==> src/rtl/mix_columns_seq_if.sv <==
// Block handshake bundle for the sequential MixColumns stage.
// Input side: in_valid/in_ready/in_mode/data_in. Output side: out_valid/out_ready/data_out, plus busy.
interface mix_columns_seq_if;
  logic         in_valid;
  logic         in_ready;
  logic         in_mode;
  logic [127:0] data_in;
  logic         out_valid;
  logic         out_ready;
  logic [127:0] data_out;
  logic         busy;

  modport master (
    output in_valid, in_mode, data_in, out_ready,
    input  in_ready, out_valid, data_out, busy
  );

  modport slave (
    input  in_valid, in_mode, data_in, out_ready,
    output in_ready, out_valid, data_out, busy
  );
endinterface

==> src/rtl/mix_columns_seq.sv <==
// Sequential AES MixColumns (forward / optional inverse).
// Transforms COLS_PER_CYCLE columns per clock in place, then presents the result on a held valid/ready output.
module mix_columns_seq #(
  parameter int unsigned COLS_PER_CYCLE = 1,
  parameter bit          INV_EN         = 1'b1
) (
  input logic              clk,
  input logic              rst,
  mix_columns_seq_if.slave bus
);

  localparam int unsigned NCOL     = 4;
  localparam int unsigned CNT_W    = 2;
  localparam int unsigned COL_W    = 32;
  localparam logic [CNT_W-1:0] LAST_GRP = CNT_W'(NCOL - COLS_PER_CYCLE);
  localparam logic [CNT_W-1:0] CNT_INC  = CNT_W'(COLS_PER_CYCLE);

  if (COLS_PER_CYCLE != 1 && COLS_PER_CYCLE != 2 && COLS_PER_CYCLE != 4) begin : g_bad_cpc
    $error("mix_columns_seq: COLS_PER_CYCLE must be 1, 2 or 4");
  end

  typedef enum logic [1:0] {IDLE = 2'd0, BUSY = 2'd1, DONE = 2'd2} state_t;

  state_t              state_q, state_d;
  logic [COL_W-1:0]    work_q   [NCOL];
  logic [COL_W-1:0]    work_nxt [NCOL];
  logic [CNT_W-1:0]    cnt_q;
  logic [CNT_W-1:0]    col_idx;
  logic                mode_q;
  logic                out_valid_q;
  logic [127:0]        data_out_q;
  logic [127:0]        result_c;
  logic                rdy_c;
  logic                accept;
  logic                step;
  logic                last;

  function automatic logic [7:0] xtime(input logic [7:0] s);
    return {s[6:0], 1'b0} ^ (8'h1b & {8{s[7]}});
  endfunction

  // Inverse = forward applied after the circulant [05 00 04 00] pre-pass.
  function automatic logic [COL_W-1:0] mix_col(input logic [COL_W-1:0] col, input logic inv);
    logic [7:0]       a [4];
    logic [7:0]       u;
    logic [7:0]       v;
    logic [7:0]       t;
    logic [COL_W-1:0] r;
    for (int i = 0; i < 4; i++) a[i] = col[31-8*i -: 8];
    u = 8'h00;
    v = 8'h00;
    if (inv) begin
      u = xtime(xtime(a[0] ^ a[2]));
      v = xtime(xtime(a[1] ^ a[3]));
    end
    a[0] = a[0] ^ u;
    a[2] = a[2] ^ u;
    a[1] = a[1] ^ v;
    a[3] = a[3] ^ v;
    t = a[0] ^ a[1] ^ a[2] ^ a[3];
    r = '0;
    for (int i = 0; i < 4; i++) r[31-8*i -: 8] = a[i] ^ t ^ xtime(a[i] ^ a[(i+1)%4]);
    return r;
  endfunction

  // Column group update: only COLS_PER_CYCLE mixers, steered by the counter.
  always_comb begin : mix_comb
    col_idx = '0;
    for (int i = 0; i < NCOL; i++) work_nxt[i] = work_q[i];
    for (int unsigned j = 0; j < COLS_PER_CYCLE; j++) begin
      col_idx           = cnt_q + CNT_W'(j);
      work_nxt[col_idx] = mix_col(work_q[col_idx], mode_q);
    end
    result_c = '0;
    for (int i = 0; i < NCOL; i++) result_c[127-32*i -: 32] = work_nxt[i];
  end

  always_ff @(posedge clk or posedge rst) begin : state_reg
    if (rst) state_q <= IDLE;
    else     state_q <= state_d;
  end

  always_comb begin : next_state
    state_d = state_q;
    case (state_q)
      IDLE:    if (accept) state_d = BUSY;
      BUSY:    if (last) state_d = DONE;
      DONE:    if (bus.out_ready) state_d = accept ? BUSY : IDLE;
      default: state_d = IDLE;
    endcase
  end

  always_comb begin : out_comb
    rdy_c = 1'b0;
    step  = 1'b0;
    case (state_q)
      IDLE:    rdy_c = 1'b1;
      BUSY:    step  = 1'b1;
      DONE:    rdy_c = bus.out_ready;
      default: rdy_c = 1'b0;
    endcase
    accept        = bus.in_valid & rdy_c & ~rst;
    last          = step & (cnt_q == LAST_GRP);
    bus.in_ready  = rdy_c & ~rst;
    bus.busy      = (state_q != IDLE);
    bus.out_valid = out_valid_q;
    bus.data_out  = data_out_q;
  end

  always_ff @(posedge clk or posedge rst) begin : datapath
    if (rst) begin
      for (int i = 0; i < NCOL; i++) work_q[i] <= '0;
      cnt_q       <= '0;
      mode_q      <= 1'b0;
      out_valid_q <= 1'b0;
      data_out_q  <= '0;
    end else begin
      if (accept) begin
        for (int i = 0; i < NCOL; i++) work_q[i] <= bus.data_in[127-32*i -: 32];
        cnt_q  <= '0;
        mode_q <= INV_EN && bus.in_mode;
      end else if (step) begin
        for (int i = 0; i < NCOL; i++) work_q[i] <= work_nxt[i];
        cnt_q <= cnt_q + CNT_INC;
      end
      // Result register only moves on BUSY->DONE, so it is stable while valid.
      if (last) begin
        data_out_q  <= result_c;
        out_valid_q <= 1'b1;
      end else if (state_q == DONE && bus.out_ready) begin
        out_valid_q <= 1'b0;
      end
    end
  end

endmodule

==> src/flat_wrapper.sv <==
// flat-port wrapper written by rule: the top's interface ports become plain ports
module mix_columns_seq_flat 
#(
  parameter int unsigned COLS_PER_CYCLE = 1,
  parameter bit          INV_EN         = 1'b1
)
  (clk, rst, bus_in_valid, bus_in_mode, bus_data_in, bus_out_ready, bus_in_ready, bus_out_valid, bus_data_out, bus_busy);
  mix_columns_seq_if bus_i ();
  input logic clk;
  input logic rst;
  input wire logic [$bits(bus_i.in_valid)-1:0] bus_in_valid;
  input wire logic [$bits(bus_i.in_mode)-1:0] bus_in_mode;
  input wire logic [$bits(bus_i.data_in)-1:0] bus_data_in;
  input wire logic [$bits(bus_i.out_ready)-1:0] bus_out_ready;
  output wire logic [$bits(bus_i.in_ready)-1:0] bus_in_ready;
  output wire logic [$bits(bus_i.out_valid)-1:0] bus_out_valid;
  output wire logic [$bits(bus_i.data_out)-1:0] bus_data_out;
  output wire logic [$bits(bus_i.busy)-1:0] bus_busy;
  assign bus_i.in_valid = bus_in_valid;
  assign bus_i.in_mode = bus_in_mode;
  assign bus_i.data_in = bus_data_in;
  assign bus_i.out_ready = bus_out_ready;
  assign bus_in_ready = bus_i.in_ready;
  assign bus_out_valid = bus_i.out_valid;
  assign bus_data_out = bus_i.data_out;
  assign bus_busy = bus_i.busy;
  mix_columns_seq #(.COLS_PER_CYCLE(COLS_PER_CYCLE), .INV_EN(INV_EN)) u_core (.clk(clk), .rst(rst), .bus(bus_i));
endmodule
==> config.mk <==
export PLATFORM = sky130hd
export DESIGN_NAME = mix_columns_seq_flat
export DESIGN_NICKNAME = d
export VERILOG_FILES = /design/src/rtl/mix_columns_seq_if.sv /design/src/rtl/mix_columns_seq.sv /design/src/flat_wrapper.sv
export SDC_FILE = /design/constraint.sdc
export NUM_CORES = 1
export LEC_CHECK = 0
export ABC_CLOCK_PERIOD_IN_PS = 11490
export CAP_MARGIN = 20
export CORE_MARGIN = 1.5
export CORE_UTILIZATION = 50
export CTS_CLUSTER_SIZE = 20
export DETAILED_ROUTE_END_ITERATION = 12
export GPL_TIMING_DRIVEN = 0
export PLACE_DENSITY = 0.8
export SETUP_SLACK_MARGIN = 0.1
export SLEW_MARGIN = 20
export SYNTH_ARGS = -nofsm -noshare
export SYNTH_HDL_FRONTEND = slang
export SYNTH_SLANG_ARGS = --single-unit
==> constraint.sdc <==
create_clock -name clk -period 11.49 [get_ports clk]
set_clock_uncertainty 0.15 [all_clocks]
set_input_delay 1.149 -clock clk [delete_from_list [all_inputs] [get_ports clk]]
set_output_delay 1.149 -clock clk [all_outputs]
set_load 0.02 [all_outputs]
== Yosys cells after proc, flatten, opt, wreduce, memory -nomap -nowiden ==
Index checks and enable logic that the tools add are counted.

* Input port bits: 133
* Output and inout port bits: 131
* Word-level logic and storage cells: 80
* Register bits: 262

* Equal/unequal tests: 6
* Bitwise gates (word level): 34
* Add/sub/neg operators: 1
* Reduce and logical (&&, ||, !) cells: 7
* Magnitude comparators: 2
* Muxes and demuxes: 21

{| class="wikitable"
|+ Operators with widths
! cell !! number
|-
| 128-bit 2-to-1 mux || 2
|-
| 8-bit bitwise XOR || 20
|-
| 128-bit bitwise mux || 1
|-
| 32-bit 2-to-1 mux || 3
|-
| 32-bit binary-select mux with 2-bit select || 1
|-
| 32-bit demux with 2-bit select || 1
|-
| 8-bit by 5-bit bitwise XOR with 8-bit output || 8
|-
| 8-bit 2-to-1 mux || 2
|-
| 2-bit 2-to-1 mux || 5
|-
| 2-bit case mux with 3 select lines || 1
|-
| 2-bit nonzero test || 3
|-
| 1-bit bitwise AND || 4
|-
| 2-bit == test (second input constant) || 2
|-
| 1-bit 2-to-1 mux || 4
|-
| 2-bit by 1-bit != test with 1-bit output (second input constant) || 2
|-
| 3-bit greater-or-equal comparator (second input constant) || 1
|-
| 3-bit by 1-bit less-than comparator with 1-bit output (second input constant) || 1
|-
| 2-bit inverter with 3-bit output || 1
|-
| 3-bit AND reduction || 1
|-
| 2-bit by 1-bit adder with 2-bit output (second input constant) || 1
|-
| 2-bit by 1-bit == test with 1-bit output (second input constant) || 1
|-
| 1-bit logical AND || 2
|-
| 2-bit zero test || 1
|-
| 2-bit != test (second input constant) || 1
|-
| 2 further kinds || 2
|}

== Logic depth before layout (Yosys ltp) ==
* Word-level depth: 17
* Mapped depth: 13
* Gate-level depth less buffers: 9

== Worst setup path after synthesis ==
Ideal clock, no wire load.

* Kind: input to register
* From: input port bus_out_ready
* To: register u_core.work_q[118] in the netlist's numbering
* Library setup time: 0.141 ns
* Slack: 7.816 ns
* Arrival time: 3.383 ns
* Stages on the path: 8
* Data required time: 11.199 ns
* Path buffers: 2
* Path through: inv_1 > a211oi_1 > and2_1 > clkbuf_1 > nor2_1 > dlygate4sd3_1 > a22oi_1 > o21ai_0

* Cells in the longest elaborated chain, start to end: 4
* Elaborated cells between the ends (all ways): 5

{| class="wikitable"
|+ Ends and longest elaborated chain
! what !! RTL line !! source
|-
| start: declaration || flat_wrapper.sv:14 || <nowiki>input wire logic [$bits(bus_i.out_ready)-1:0] bus_out_ready;</nowiki>
|-
| 1-bit case mux with 2 select lines (*) || mix_columns_seq.sv:96 || <nowiki>case (state_q)</nowiki>
|-
| 1-bit bitwise AND (*) (2 in series) || mix_columns_seq.sv:102 || <nowiki>accept = bus.in_valid & rdy_c & ~rst;</nowiki>
|-
| 128-bit 2-to-1 mux / 2-bit nonzero test (equally long branches) || - ||
|-
| end: declaration || mix_columns_seq.sv:25 || <nowiki>logic [COL_W-1:0] work_q [NCOL];</nowiki>
|}

Mark *: on every way between the ends. The rest lies on a longest branch, timed or not.
A chain may end at the register's enable or synchronous reset.

== Final worst setup path ==
* From: register u_core.cnt_q[0]
* To: register u_core.work_q[108] in the netlist's numbering

* Cells in the longest elaborated chain, start to end: 17
* Elaborated cells between the ends (all ways): 31

{| class="wikitable"
|+ Ends and longest elaborated chain
! what !! RTL line !! source
|-
| start: declaration || mix_columns_seq.sv:27 || <nowiki>logic [CNT_W-1:0] cnt_q;</nowiki>
|-
| start signal: assignment || mix_columns_seq.sv:124 || <nowiki>cnt_q <= cnt_q + CNT_INC;</nowiki>
|-
| 2-bit inverter with 3-bit output (not written as such) (*) || mix_columns_seq.sv:72 || <nowiki>work_nxt[col_idx] = mix_col(work_q[col_idx], mode_q);</nowiki>
|-
| 32-bit binary-select mux with 2-bit select || mix_columns_seq.sv:72 ||
|-
| 32-bit 2-to-1 mux (not written as such) (2 in series) || mix_columns_seq.sv:72 ||
|-
| 8-bit bitwise XOR, on equally long branches || mix_columns_seq.sv:53, mix_columns_seq.sv:54 ||
|-
| 8-bit by 5-bit bitwise XOR with 8-bit output (2 in series) || mix_columns_seq.sv:39 || <nowiki>return {s[6:0], 1'b0} ^ (8'h1b & {8{s[7]}});</nowiki>
|-
| 8-bit 2-to-1 mux || mix_columns_seq.sv:52 || <nowiki>if (inv) begin</nowiki>
|-
| 8-bit bitwise XOR, on equally long branches || mix_columns_seq.sv:56, mix_columns_seq.sv:58 ||
|-
| 8-bit bitwise XOR (3 in series) || mix_columns_seq.sv:60 || <nowiki>t = a[0] ^ a[1] ^ a[2] ^ a[3];</nowiki>
|-
| 8-bit bitwise XOR (2 in series) || mix_columns_seq.sv:62 || <nowiki>for (int i = 0; i < 4; i++) r[31-8*i -: 8] = a[i] ^ t ^ xtime(a[i] ^ a[(i+1)%4]);</nowiki>
|-
| 128-bit bitwise mux (*) || mix_columns_seq.sv:72 ||
|-
| 128-bit 2-to-1 mux (*) || mix_columns_seq.sv:122 || <nowiki>end else if (step) begin</nowiki>
|-
| 128-bit 2-to-1 mux (*) || mix_columns_seq.sv:118 || <nowiki>if (accept) begin</nowiki>
|}

Mark *: on every way between the ends. The rest lies on a longest branch, timed or not. The select of a mux whose other input is x is not followed.

==> results.json <==
{
  "status": "finished clean",
  "max_stage_delay_ns": 1.19,
  "syn_nets": 1464,
  "tightest_slew_ns": 1.199,
  "die_y_um": 171.2,
  "htreeDepth": 1,
  "yosysSeqAreaShare": 0.4638,
  "path_cells": "clkbuf_8 -> buf_6 -> buf_2 -> buf_1 -> inv_1 -> ha_1 -> clkbuf_1 -> and2_0 -> clkbuf_1 -> nor2_1 -> dlygate4sd3_1 -> a22oi_1 -> o21ai_0",
  "antennaDiodeCount": 0,
  "period_share": 0.4420,
  "wirelength_um": 56060,
  "cts_made_buffers": 27,
  "grt_pass1_wl_um": 80750,
  "drc": 0,
  "place_hpwl_um": 39770,
  "synth_edf_count": 0,
  "clk_path_buf_depth": 3,
  "syn_area_um2": 14140,
  "cts_hold_buffers": 0,
  "die_w_um": 171.2,
  "core-area_um2": 27780,
  "areaGrowthSynthToFinish_pct": 28.78,
  "clock-sinks": 262,
  "start_util": 0.5089,
  "gp_congestion": 0.9823,
  "nets": 1758,
  "grt_pass1_vias": 12720,
  "ys.flop_type": "dfrtp_1",
  "synth-async-reset-ratio": 1.000,
  "first_pass_iters": 10,
  "yosysUniqueCellTypes": 58,
  "synth_seq_cells": 262,
  "rsz0062_at_grt": "no",
  "wl_per_cell_um": 27.81,
  "grtUsageTotal": 0.3835,
  "cp_max_fo": 10,
  "portBuffers": 263,
  "fp-row-count": 61,
  "dp_cells": 1970,
  "overflow": 0,
  "grt_antenna_before_repair": 1,
  "finalHoldViolations": 0,
  "drive_above_1_share": 0.07265,
  "yosysWarnings": 0,
  "setup_viol_count_final": 0,
  "cp_common_cell": "clkbuf_1",
  "drv_slew": 0,
  "hold_depth": 1,
  "postCtsResizedCells": 0,
  "worstSetupStartpointType": "register",
  "post_cts_buffers": 0,
  "syn_area_per_cell_um2": 10.65,
  "crit_path_top_delay_cell": "dlygate4sd3_1",
  "io_pins": 264,
  "clock_latency_ns": 0.55,
  "drt_iter0_markers": 1789,
  "synthCells": 1327,
  "path_clk_slew_ns": 0.07,
  "cap_violations": 0,
  "worstSetupPathType": "register to register",
  "critical_path_required_ns": 11.79,
  "maxSlewHeadroom": 0.2007,
  "drt-vias-per-instance": 6.388,
  "cts_root_buf": "clkbuf_16",
  "fin_cells": 2016,
  "fmax_mhz": 196.9,
  "vias": 12880,
  "reg2reg_depth": 13,
  "tritoncts": "built",
  "critPathCaptureType": "register",
  "grt_max_degree": 109,
  "arrival_ns": 5.37,
  "dieArea_um2": 29290,
  "hold_path_class": "register to register",
  "fin_crit_ns": 5.078,
  "final_antenna_net_count": 0
}
[layer usage]
metal  global-route usage  share of wire  up-vias
li1                     -              -     5285
met4               0.1998          0.054        2
met2               0.5857           0.45     1055
met1               0.5056           0.37     6345
met5                    0        0.00032        -
met3              0.09692           0.13      191
[cells in the mapped netlist, types with 3 or more instances]
library cell,number,area share
a22o_1,4,0.0025
buf_6,3,0.0024
a21o_1,8,0.0042
inv_1,23,0.0061
xor2_1,57,0.035
xnor2_1,85,0.053
a211oi_1,3,0.0016
nor2_1,46,0.012
a31oi_1,6,0.0027
and2_1,9,0.0040
o21ai_1,8,0.0028
a21oi_1,67,0.024
dfrtp_1,262,0.46
xnor3_1,17,0.027
a221o_1,3,0.0021
buf_1,10,0.0027
xnor2_2,6,0.0069
mux2i_1,52,0.037
mux4_1,6,0.011
nand2_1,198,0.053
nor3b_1,24,0.013
a22oi_1,83,0.044
buf_2,4,0.0014
a222oi_1,20,0.014
and3_1,6,0.0027
nor3_1,6,0.0021
o21ai_0,164,0.058
nand2b_1,5,0.0022
clkbuf_1,60,0.016
mux4_2,26,0.041
o22ai_1,4,0.0018
ha_1,4,0.0035
clkbuf_8,12,0.012
dlygate4sd3_1,3,0.0021
[kinds of logic after synthesis]
logic type / count (synthesis) / share of synthesized area
xor gates and xnor gates: 176 / 0.1406
adders and majority gates: 4 / 0.003540
and+or+nand+nor: 303 / 0.09284
DFF: 262 / 0.4638
muxes: 86 / 0.09195
AOI/OAI and AO/OA: 377 / 0.1617
buffers and inverters: 119 / 0.04558
[cells in the final DEF (no fill, tap or decap), drive strengths merged, types with 2 or more instances in the layout]
cell type	count
xnor2	93
mux4	33
a211o	2
nor2b	2
a211oi	3
nor2	46
o21ai	172
mux2i	52
nor3	6
bufinv	3
a21o	8
buf	20
clkbuf	110
and2	13
clkdlybuf4s50	263
and3	6
clkinv	6
a31oi	6
a22o	4
dlygate4sd3	3
nand2b	5
a222oi	20
a221o	3
a21oi	67
xnor3	20
nand2	199
xor3	3
o31ai	2
o21a	2
nor3b	24
inv	24
ha	4
o22ai	4
dfrtp	262
a22oi	83
xor2	60
[through the flow]
stage	setup TNS (ns)	utilization	setup WS [ns]	cell area, µm²	hold WS, ns
after floorplan	0	-	2.979	14140	0.2977
after global routing	0	0.6553	6.303	18210	0.3448
after global placement	-34.99	0.6207	-0.1576	17240	0.3119
after CTS	0	0.6553	6.647	18210	0.3294
after detailed placement	0	0.6230	6.652	17310	0.3149
final	0	0.6553	6.412	18210	0.3262
[state kept, by name (all words and copies together) (netlist names)]
signal / flops
u_core.bus.out_valid: 1
u_core.bus.data_out: 128
u_core.work_q: 128
u_core.mode_q: 1
u_core.cnt_q: 2
u_core.state_q: 2
[critical path: cells and delay by family (launching register included)]
kind,cells,cell delay (ns)
buffers and inverters,8,3.26
AND/OR/NAND/NOR,2,0.55
flip-flops,1,0.46
AO/OA/AOI/OAI,2,0.29
adder cells (fa/ha/maj),1,0.25
[area by class of cell]
class	instances	area, µm²
buffer	95	555.5
clock buffer	36	769.5
clock inverter	10	127.6
fill	2218	9575
inverter	24	97.59
multi-input combinational	946	6939
sequential	262	6556
tap	378	473.0
timing repair buffer	265	2688
[worst paths after layout]
| check | slack (ns) | to | start |
|---|---|---|---|
| max | 6.41 | u_core.work_q[108] | u_core.cnt_q[0] |
| min | 0.33 | u_core.bus.data_out[121] | u_core.bus.data_out[121] |
| max reg2reg | 6.41 | u_core.work_q[108] | u_core.cnt_q[0] |
| min reg2reg | 0.33 | u_core.bus.data_out[121] | u_core.bus.data_out[121] |
| max in group asynchronous | 8.96 | u_core.work_q[23] | rst |
| min in group asynchronous | 0.93 | u_core.bus.out_valid | rst |
Power is left out: the tool's default activity adds up to more than one toggle a clock period on the data nets, which glitch-free logic cannot reach.
